--- src/rtl/up_timer_pkg.sv ---
// Shared definitions for the peripheral timer subsystem.
// Mode and state encodings are common to the up- and down-counting timers.
package up_timer_pkg;

    typedef enum logic [1:0] {
        MODE_FREE   = 2'b00,
        MODE_CYCLIC = 2'b01,
        MODE_SINGLE = 2'b10,
        MODE_RSVD   = 2'b11
    } timer_mode_e;

    typedef enum logic [1:0] {
        IDLE = 2'b00,
        RUN  = 2'b01,
        HALT = 2'b10
    } timer_state_e;

    localparam int TIMER_DEFAULT_WIDTH = 16;

endpackage

--- src/rtl/timer_irq_flag.sv ---
// Sticky interrupt and overrun flags with an acknowledge handshake.
// A new event always wins over a same-cycle acknowledge.
module timer_irq_flag (
    input  logic clk,
    input  logic reset,
    input  logic set,
    input  logic ack,
    output logic interrupt,
    output logic overrun
);

    always_ff @(posedge clk or posedge reset) begin
        if (reset) begin
            interrupt <= 1'b0;
            overrun   <= 1'b0;
        end else begin
            if (set) begin
                interrupt <= 1'b1;
            end else if (ack) begin
                interrupt <= 1'b0;
            end

            // An event landing on an unacknowledged interrupt is lost; flag it.
            if (set && interrupt && !ack) begin
                overrun <= 1'b1;
            end else if (ack && !set && interrupt) begin
                overrun <= 1'b0;
            end
        end
    end

endmodule

--- src/rtl/up_timer.sv ---
// Programmable up-counting timer: free-running, cyclic or single-shot
// operation with a sticky interrupt and overrun flag.
module up_timer
    import up_timer_pkg::*;
#(
    parameter int WIDTH = TIMER_DEFAULT_WIDTH
) (
    input  logic             clk,
    input  logic             reset,
    input  logic [1:0]       mode,
    input  logic             start,
    input  logic             load_en,
    input  logic [WIDTH-1:0] load_value,
    input  logic             int_ack,
    output logic [WIDTH-1:0] count,
    output logic             interrupt,
    output logic             overrun,
    output logic             done
);

    timer_state_e     state;
    logic [WIDTH-1:0] terminal;
    logic [WIDTH-1:0] count_inc;
    logic             reached;
    logic             evt;

    assign count_inc = count + WIDTH'(1);
    // >= rather than == so that lowering the terminal below count still recovers.
    assign reached   = (count >= terminal);

    always_comb begin
        evt = 1'b0;
        if (state == RUN && start) begin
            case (timer_mode_e'(mode))
                MODE_FREE:   evt = (count == {WIDTH{1'b1}});
                MODE_CYCLIC: evt = reached;
                MODE_SINGLE: evt = reached;
                default:     evt = 1'b0;
            endcase
        end
    end

    always_ff @(posedge clk or posedge reset) begin
        if (reset) begin
            terminal <= {WIDTH{1'b1}};
        end else if (load_en) begin
            terminal <= load_value;
        end
    end

    always_ff @(posedge clk or posedge reset) begin
        if (reset) begin
            state <= IDLE;
            count <= '0;
            done  <= 1'b0;
        end else begin
            case (state)
                IDLE: begin
                    if (start) begin
                        state <= RUN;
                        count <= WIDTH'(1);
                    end
                end
                RUN: begin
                    if (start) begin
                        case (timer_mode_e'(mode))
                            MODE_FREE: count <= count_inc;
                            MODE_CYCLIC: begin
                                if (reached) count <= '0;
                                else         count <= count_inc;
                            end
                            MODE_SINGLE: begin
                                if (reached) begin
                                    done  <= 1'b1;
                                    state <= HALT;
                                end else begin
                                    count <= count_inc;
                                end
                            end
                            default: ;
                        endcase
                    end
                end
                HALT: begin
                    // Restart only after start has been released.
                    if (!start) begin
                        state <= IDLE;
                        count <= '0;
                        done  <= 1'b0;
                    end
                end
                default: begin
                    state <= IDLE;
                    count <= '0;
                    done  <= 1'b0;
                end
            endcase
        end
    end

    timer_irq_flag u_irq_flag (
        .clk       (clk),
        .reset     (reset),
        .set       (evt),
        .ack       (int_ack),
        .interrupt (interrupt),
        .overrun   (overrun)
    );

endmodule

--- config.mk ---
export PLATFORM = sky130hd
export DESIGN_NAME = up_timer
export DESIGN_NICKNAME = d
export VERILOG_FILES = /design/src/rtl/up_timer_pkg.sv /design/src/rtl/timer_irq_flag.sv /design/src/rtl/up_timer.sv
export SDC_FILE = /design/constraint.sdc
export NUM_CORES = 1
export LEC_CHECK = 0
export CAP_MARGIN = 25
export CORE_MARGIN = 10
export CORE_UTILIZATION = 30
export CTS_BUF_LIST = sky130_fd_sc_hd__clkbuf_2 sky130_fd_sc_hd__clkbuf_4 sky130_fd_sc_hd__clkbuf_8
export CTS_CLUSTER_DIAMETER = 100
export DETAILED_ROUTE_END_ITERATION = 10
export PLACE_DENSITY = 0.51
export SLEW_MARGIN = 20
export SYNTH_ARGS = -nofsm -noshare
export SYNTH_HDL_FRONTEND = slang
export SYNTH_SLANG_ARGS = --single-unit
export TNS_END_PERCENT = 20
--- constraint.sdc ---
create_clock -name clk -period 3.1 [get_ports clk]
set_input_delay 0.31 -clock clk [delete_from_list [all_inputs] [get_ports clk]]
set_output_delay 0.31 -clock clk [all_outputs]
set_load 0.02 [all_outputs]
==> impl_metrics.json, run 1 <==
{
  "result_of_the_run": "finished clean",
  "synth-seq-area-share": 0.4100,
  "route.detailed.drc": 0,
  "yosysTopAreaCellShare": 0.2278,
  "min_path_type": "primary input to async pin",
  "fp.dieW_um": 107.7,
  "cts_root_buffer": "clkbuf_8",
  "num-nets-final": 339,
  "cpLargestDelayFamily": "compound AO/OA/AOI/OAI gates",
  "detailed_placement_wirelength_estimate_um": 4765,
  "finalCritPeriodShare": 0.8900,
  "avgViaCountPerCell": 5.033,
  "mappedNetlistArea_um2": 2307,
  "slowest_stage": "o21ai_2",
  "tritoncts": "built",
  "crit_buf_inv": 1,
  "synth_top_cells_by_area": "dfrtp_1, dfstp_2, ha_1",
  "postCtsResizedCells": 0,
  "path_clk_slew_ns": 0.08,
  "first_pass_iters": 4,
  "startpoint_type": "flip-flop",
  "ant_nets": 0,
  "grt_overflow_total": 0,
  "finalCriticalPeriod_ns": 2.759,
  "post_synth_inst_count": 246,
  "timing_worst_setup_path_type": "flip-flop to flip-flop",
  "grt_max_degree": 32,
  "crit_path_max_incr_delay_ns": 0.48,
  "syn2layout_area_growth_pct": 28.47,
  "worstSetupStartpoint": "count[0]",
  "synth_enable_flop_cells": 0,
  "cts_max_path_buffers": 2,
  "max_cap_viol_count": 0,
  "avgRoutedWirePerCell_um": 15.72,
  "worstReg2RegStart": "count[0]",
  "cellPowerDensity_nw_per_um2": 485.6,
  "ys_dominant_reg_cell": "dfrtp_1",
  "async_set_reset_flop_share_out_of_synthesis": 1.000,
  "pre_cts_slack_ns": 0.2043,
  "synth_area_leader_cell": "dfrtp_1",
  "ys_seq_elements": 37,
  "finalWirelength_um": 6192,
  "cts_hold_repair.buffers": 0,
  "worst-endpoint-required_ns": 3.25,
  "yosys-top-cells-count": "nand2_1, inv_1, a31oi_1",
  "cts_max_level": 2,
  "port_buffers": 41,
  "worst_setup_path_end_kind": "flip-flop",
  "chipHeight_um": 107.7,
  "die_area_um2": 11600,
  "cts_num_sinks": 37,
  "grt_antenna_before_repair": 0,
  "rsz0062_at_grt": "false",
  "grt.total_usage": 0.1101,
  "finalWorstSetupSlack_ns": 0.3412,
  "synthesis.nets": 290,
  "worst-slew-pin-transition_ns": 0.6859,
  "report.power.total_uw": 1439,
  "first_global_vias": 2059,
  "ioPinCount": 42,
  "max_freq_ghz": 0.3625,
  "gp_congestion": 0.8036,
  "setup_violations": 0,
  "fin_worst_skew_ns": 0.006911,
  "antenna-diode-count": 0,
  "path_cells": "inv_1 -> ha_1 -> nand2b_4 -> a2111oi_2 -> a2111oi_4 -> o31a_4 -> o21ai_2 -> a31oi_1",
  "critical_path.max_fanout": 11,
  "placement_rows": 31,
  "synthesized_area_per_cell_um2": 9.379,
  "clk_latency_ns": 0.29,
  "drive_above_1_share": 0.1525,
  "vias": 1983,
  "p_leak_uw": 0.001265,
  "arrival_ns": 2.90,
  "floorplan.initialDensity": 0.3131,
  "ys_types": 45,
  "final_slew_violations": 0,
  "post-synth-top-count-cell": "nand2_1",
  "numCtsBuffers": 5,
  "fin_setup_tns_ns": 0,
  "ir_drop_mv": 0.2235,
  "floorplan.core_area_um2": 7370,
  "yosys_warnings": 0,
  "timing.max_slew.rel_slack": 0.5422,
  "cts_setup_buffers": 0,
  "drtIter0Drc": 101,
  "final_hold_viol_count": 0,
  "grt_pass1_wl_um": 10420
}
## kinds of logic (layout without fill, tap and decap cells)
group	Yosys count	after routing	share of synthesized area
AOI/OAI and AO/OA	70	70	0.2180
xor gates and xnor gates	3	3	0.01139
adders and majority gates	21	21	0.1139
buffers and inverters	34	83	0.05965
DFF	37	37	0.4100
muxes	1	1	0.004880
and+or+nand+nor	80	80	0.1822
## registers in the layout, summed over array words and instances, names as in the netlist
name,count
terminal,16
u_irq_flag.interrupt,1
count,16
u_irq_flag.overrun,1
done,1
state,2
## per-layer routing
metal,vias up,share of wire,wire (µm),track usage
li1,994,-,-,-
met1,931,0.45,2794,0.1363
met2,54,0.48,2992,0.1839
met3,4,0.057,355,0.02934
met4,0,0.0082,51,0.02863
met5,-,0,0,0
## path summary, 6_finish.rpt
path / end / slack [ns] / depth (start not counted)
max: count[5] / 0.34 / 8
max in group asynchronous: terminal[8] / 1.96 / 3
min: count[13] / 0.42 / 2
min reg2reg: terminal[9] / 0.49 / 2
max reg2reg: count[5] / 0.34 / 8
min in group clk: terminal[9] / 0.49 / 2
## final cells by class
cell class / count / area (µm²)
tap: 99 / 123.9
timing repair buffer: 51 / 485.5
clock inverter: 1 / 3.754
fill: 782 / 4405
clock buffer: 6 / 76.32
inverter: 25 / 93.84
sequential: 37 / 945.9
multi-input combinational: 175 / 1235
## layout by cell type, fill, tap and decap left out, types with 2 or more instances in the layout
master	count
nand3b_1	5
inv_1	25
clkbuf_8	5
nor3_1	2
buf_4	10
o21ai_0	21
nor2b_1	4
clkdlybuf4s50_1	41
ha_1	21
o2bb2ai_1	2
dfstp_2	16
nand2_1	30
nand3_1	11
xor2_1	2
a21oi_1	5
a31oi_1	23
a31oi_2	2
dfrtp_1	21
o211ai_1	3
nand4_1	7
and3_1	4
nor2_1	8
nor4_1	3
## power by group
part           leakage [µW]  total [µW]  internal, µW  switching (µW)
Clock             0.0000421         331           161             171
Sequential         0.000449         633           557            76.0
Combinational      0.000774         475           225             249
## per-stage QoR
stage | cell area [µm²] | instances | hold WS [ns] | utilization
4_1_cts | 2953 | 394 | 0.4427 | 0.4007
2_1_floorplan | 2307 | 246 | 0.4064 | -
5_1_grt | 2964 | 394 | 0.4655 | 0.4022
3_5_place_dp | 2873 | 387 | 0.4897 | 0.3898
3_3_place_gp | 2873 | 387 | 0.4838 | 0.3898
6_report | 2964 | 394 | 0.4195 | 0.4022
(Power assumes the default switching activity.)
==> inputs of run 2 (changes only) <==
CAP_MARGIN = 0   (was 25)
GPL_TIMING_DRIVEN = 0   (was not set)
==> run 2 against run 1 <==
Net effect: cell area shrank 0.30%; critical path depth is the same; setup slack gained 0.092 ns; largest power group unchanged; combinational power is essentially flat; non-clock buffer count is the same; highest routed layer unchanged.
==> impl_metrics.json, run 2 (synthesis gave the netlist of run 1 again) <==
{
  "drtIter0Drc": 123,
  "finalWirelength_um": 6163,
  "chipHeight_um": 107.7,
  "postCtsResizedCells": 0,
  "final.hold.worst_slack_ns": 0.3397,
  "worst_setup_path_end_kind": "flip-flop",
  "largestRegisters": "count (16), terminal (16), state (2)",
  "timing.max_slew.rel_slack": 0.5258,
  "max_freq_ghz": 0.3750,
  "fill_cells": 758,
  "cts_root_buffer": "clkbuf_8",
  "power.switching_fraction": 0.3461,
  "cts_hold_repair.buffers": 0,
  "cts_num_sinks": 37,
  "grt_pass1_wl_um": 10300,
  "cts_max_level": 2,
  "p_leak_uw": 0.001250,
  "fp.dieW_um": 107.7,
  "final_hold_viol_count": 0,
  "floorplan.initialDensity": 0.3131,
  "grt_max_degree": 22,
  "worst-endpoint-required_ns": 3.30,
  "rsz0062_at_grt": "false",
  "fin_setup_tns_ns": 0,
  "avgRoutedWirePerCell_um": 15.60,
  "placement_rows": 31,
  "clock_power_share": 0.234,
  "worst-slew-pin-transition_ns": 0.7048,
  "comb_power_share": 0.326,
  "die_area_um2": 11600,
  "post-place-cells": 387,
  "post_layout_nonfiller_instances": 395,
  "finalCoreUtilization": 0.4010,
  "cts_max_path_buffers": 2,
  "setup_violations": 0,
  "route.detailed.drc": 0,
  "result_of_the_run": "finished clean",
  "port_buffers": 41,
  "area_of_combinational_cells_with_multiple_inputs_um2": 1224,
  "timing_worst_setup_path_type": "flip-flop to flip-flop",
  "finalCriticalPeriod_ns": 2.666,
  "cellPowerDensity_nw_per_um2": 489.4,
  "finalCritPeriodShare": 0.8602,
  "first_global_vias": 2089,
  "report.power.total_uw": 1446,
  "register_area_um2": 945.9,
  "grt_overflow_total": 0,
  "clk_latency_ns": 0.29,
  "grt.total_usage": 0.1094,
  "numCtsBuffers": 5,
  "max_cap_viol_count": 0,
  "arrival_ns": 2.87,
  "avgViaCountPerCell": 5.078,
  "p_seq_frac": 0.440,
  "power.switching_uw": 500.6,
  "power.internal_uw": 945.6,
  "fin_worst_skew_ns": 0.006149,
  "vias": 2006,
  "ir_drop_mv": 0.2812,
  "detailed_placement_wirelength_estimate_um": 4852,
  "syn2layout_area_growth_pct": 28.09,
  "num-nets-final": 339,
  "min_path_type": "primary input to async pin",
  "antenna-diode-count": 0,
  "drive_above_1_share": 0.1419,
  "tritoncts": "built",
  "mostFrequentLayoutCells": "clkdlybuf4s50_1, nand2_1, inv_1",
  "commonest_non_fill_non_tap_cell_in_the_layout": "clkdlybuf4s50_1",
  "final_slew_violations": 0,
  "ant_nets": 0,
  "path_clk_slew_ns": 0.08,
  "critical_path.max_fanout": 5,
  "grt_antenna_before_repair": 0,
  "first_pass_iters": 4,
  "floorplan.core_area_um2": 7370,
  "ioPinCount": 42,
  "gp_congestion": 0.8145,
  "startpoint_type": "flip-flop",
  "cts_setup_buffers": 0
}
-- run 2: changes by cell type in the layout (fill, tap and decap cells not counted) --
| cell | delta |
|---|---|
| o32ai_4 | -1 |
| clkbuf_1 | +6 |
| buf_16 | +1 |
| buf_6 | +1 |
| clkinv_2 | +2 |
| inv_1 | -1 |
| inv_2 | +1 |
| buf_2 | +2 |
| buf_4 | -10 |
| o32ai_2 | +1 |
| clkinv_1 | -1 |
-- run 2: through the flow --
step,area (µm²),setup WS (ns)
finish,2955,0.4335
global route,2955,0.2046
CTS,2955,0.4276
detailed placement,2869,0.4354
global placement,2841,0.4525
floorplan,2307,0.6444
-- run 2: cell type report --
class / count / share of cell area
multi-input cells: 175 / 0.4141
flip-flops and latches: 37 / 0.3201
repair buffers: 42 / 0.1482
well taps: 99 / 0.04191
inverters: 25 / 0.03175
clock buffers: 6 / 0.02583
plain buffers: 9 / 0.01482
clock inverters: 2 / 0.003387
-- run 2: worst paths after layout --
kind / startpoint / end / slack [ns] / cells past startpoint
max: terminal[15] / count[0] / 0.43 / 8
min: reset / count[13] / 0.34 / 2
max reg2reg: terminal[15] / count[0] / 0.43 / 8
min reg2reg: terminal[9] / terminal[9] / 0.49 / 2
max in group asynchronous: reset / terminal[8] / 2.23 / 3
min in group clk: terminal[9] / terminal[9] / 0.49 / 2
-- run 2: layer usage --
layer  wire length [µm]  vias to the layer above  track usage
met2               2851                       45       0.1735
met3                356                        2      0.02994
li1                   -                      998            -
met5                  0                        -            0
met4                 19                        0      0.03053
met1               2935                      961       0.1418
-- run 2: power groups by stage --
stage / registers [µW] / clock network [µW] / logic, µW
2_1_floorplan: 676 / 0 / 246
3_3_place_gp: 644 / 0 / 465
3_5_place_dp: 646 / 0 / 480
4_1_cts: 638 / 359 / 481
5_1_grt: 651 / 375 / 527
6_report: 636 / 339 / 472
-- run 2: worst max-delay path, cell delays in order, from the launching register on --
cell and delay, ns:
dfstp_2 0.51, inv_1 0.05, ha_1 0.31, nand4_2 0.12
nor3_1 0.07, or4_4 0.56, o31ai_1 0.61, a21boi_1 0.17
o31ai_2 0.19
==> inputs of run 3 (changes only) <==
GPL_ROUTABILITY_DRIVEN = 0   (was not set)
GPL_TIMING_DRIVEN = not set   (was 0)
SKIP_LAST_GASP = 1   (was not set)
==> results of run 3 <==
Same layout as run 1: the final DEF is identical, and so are final timing and power.
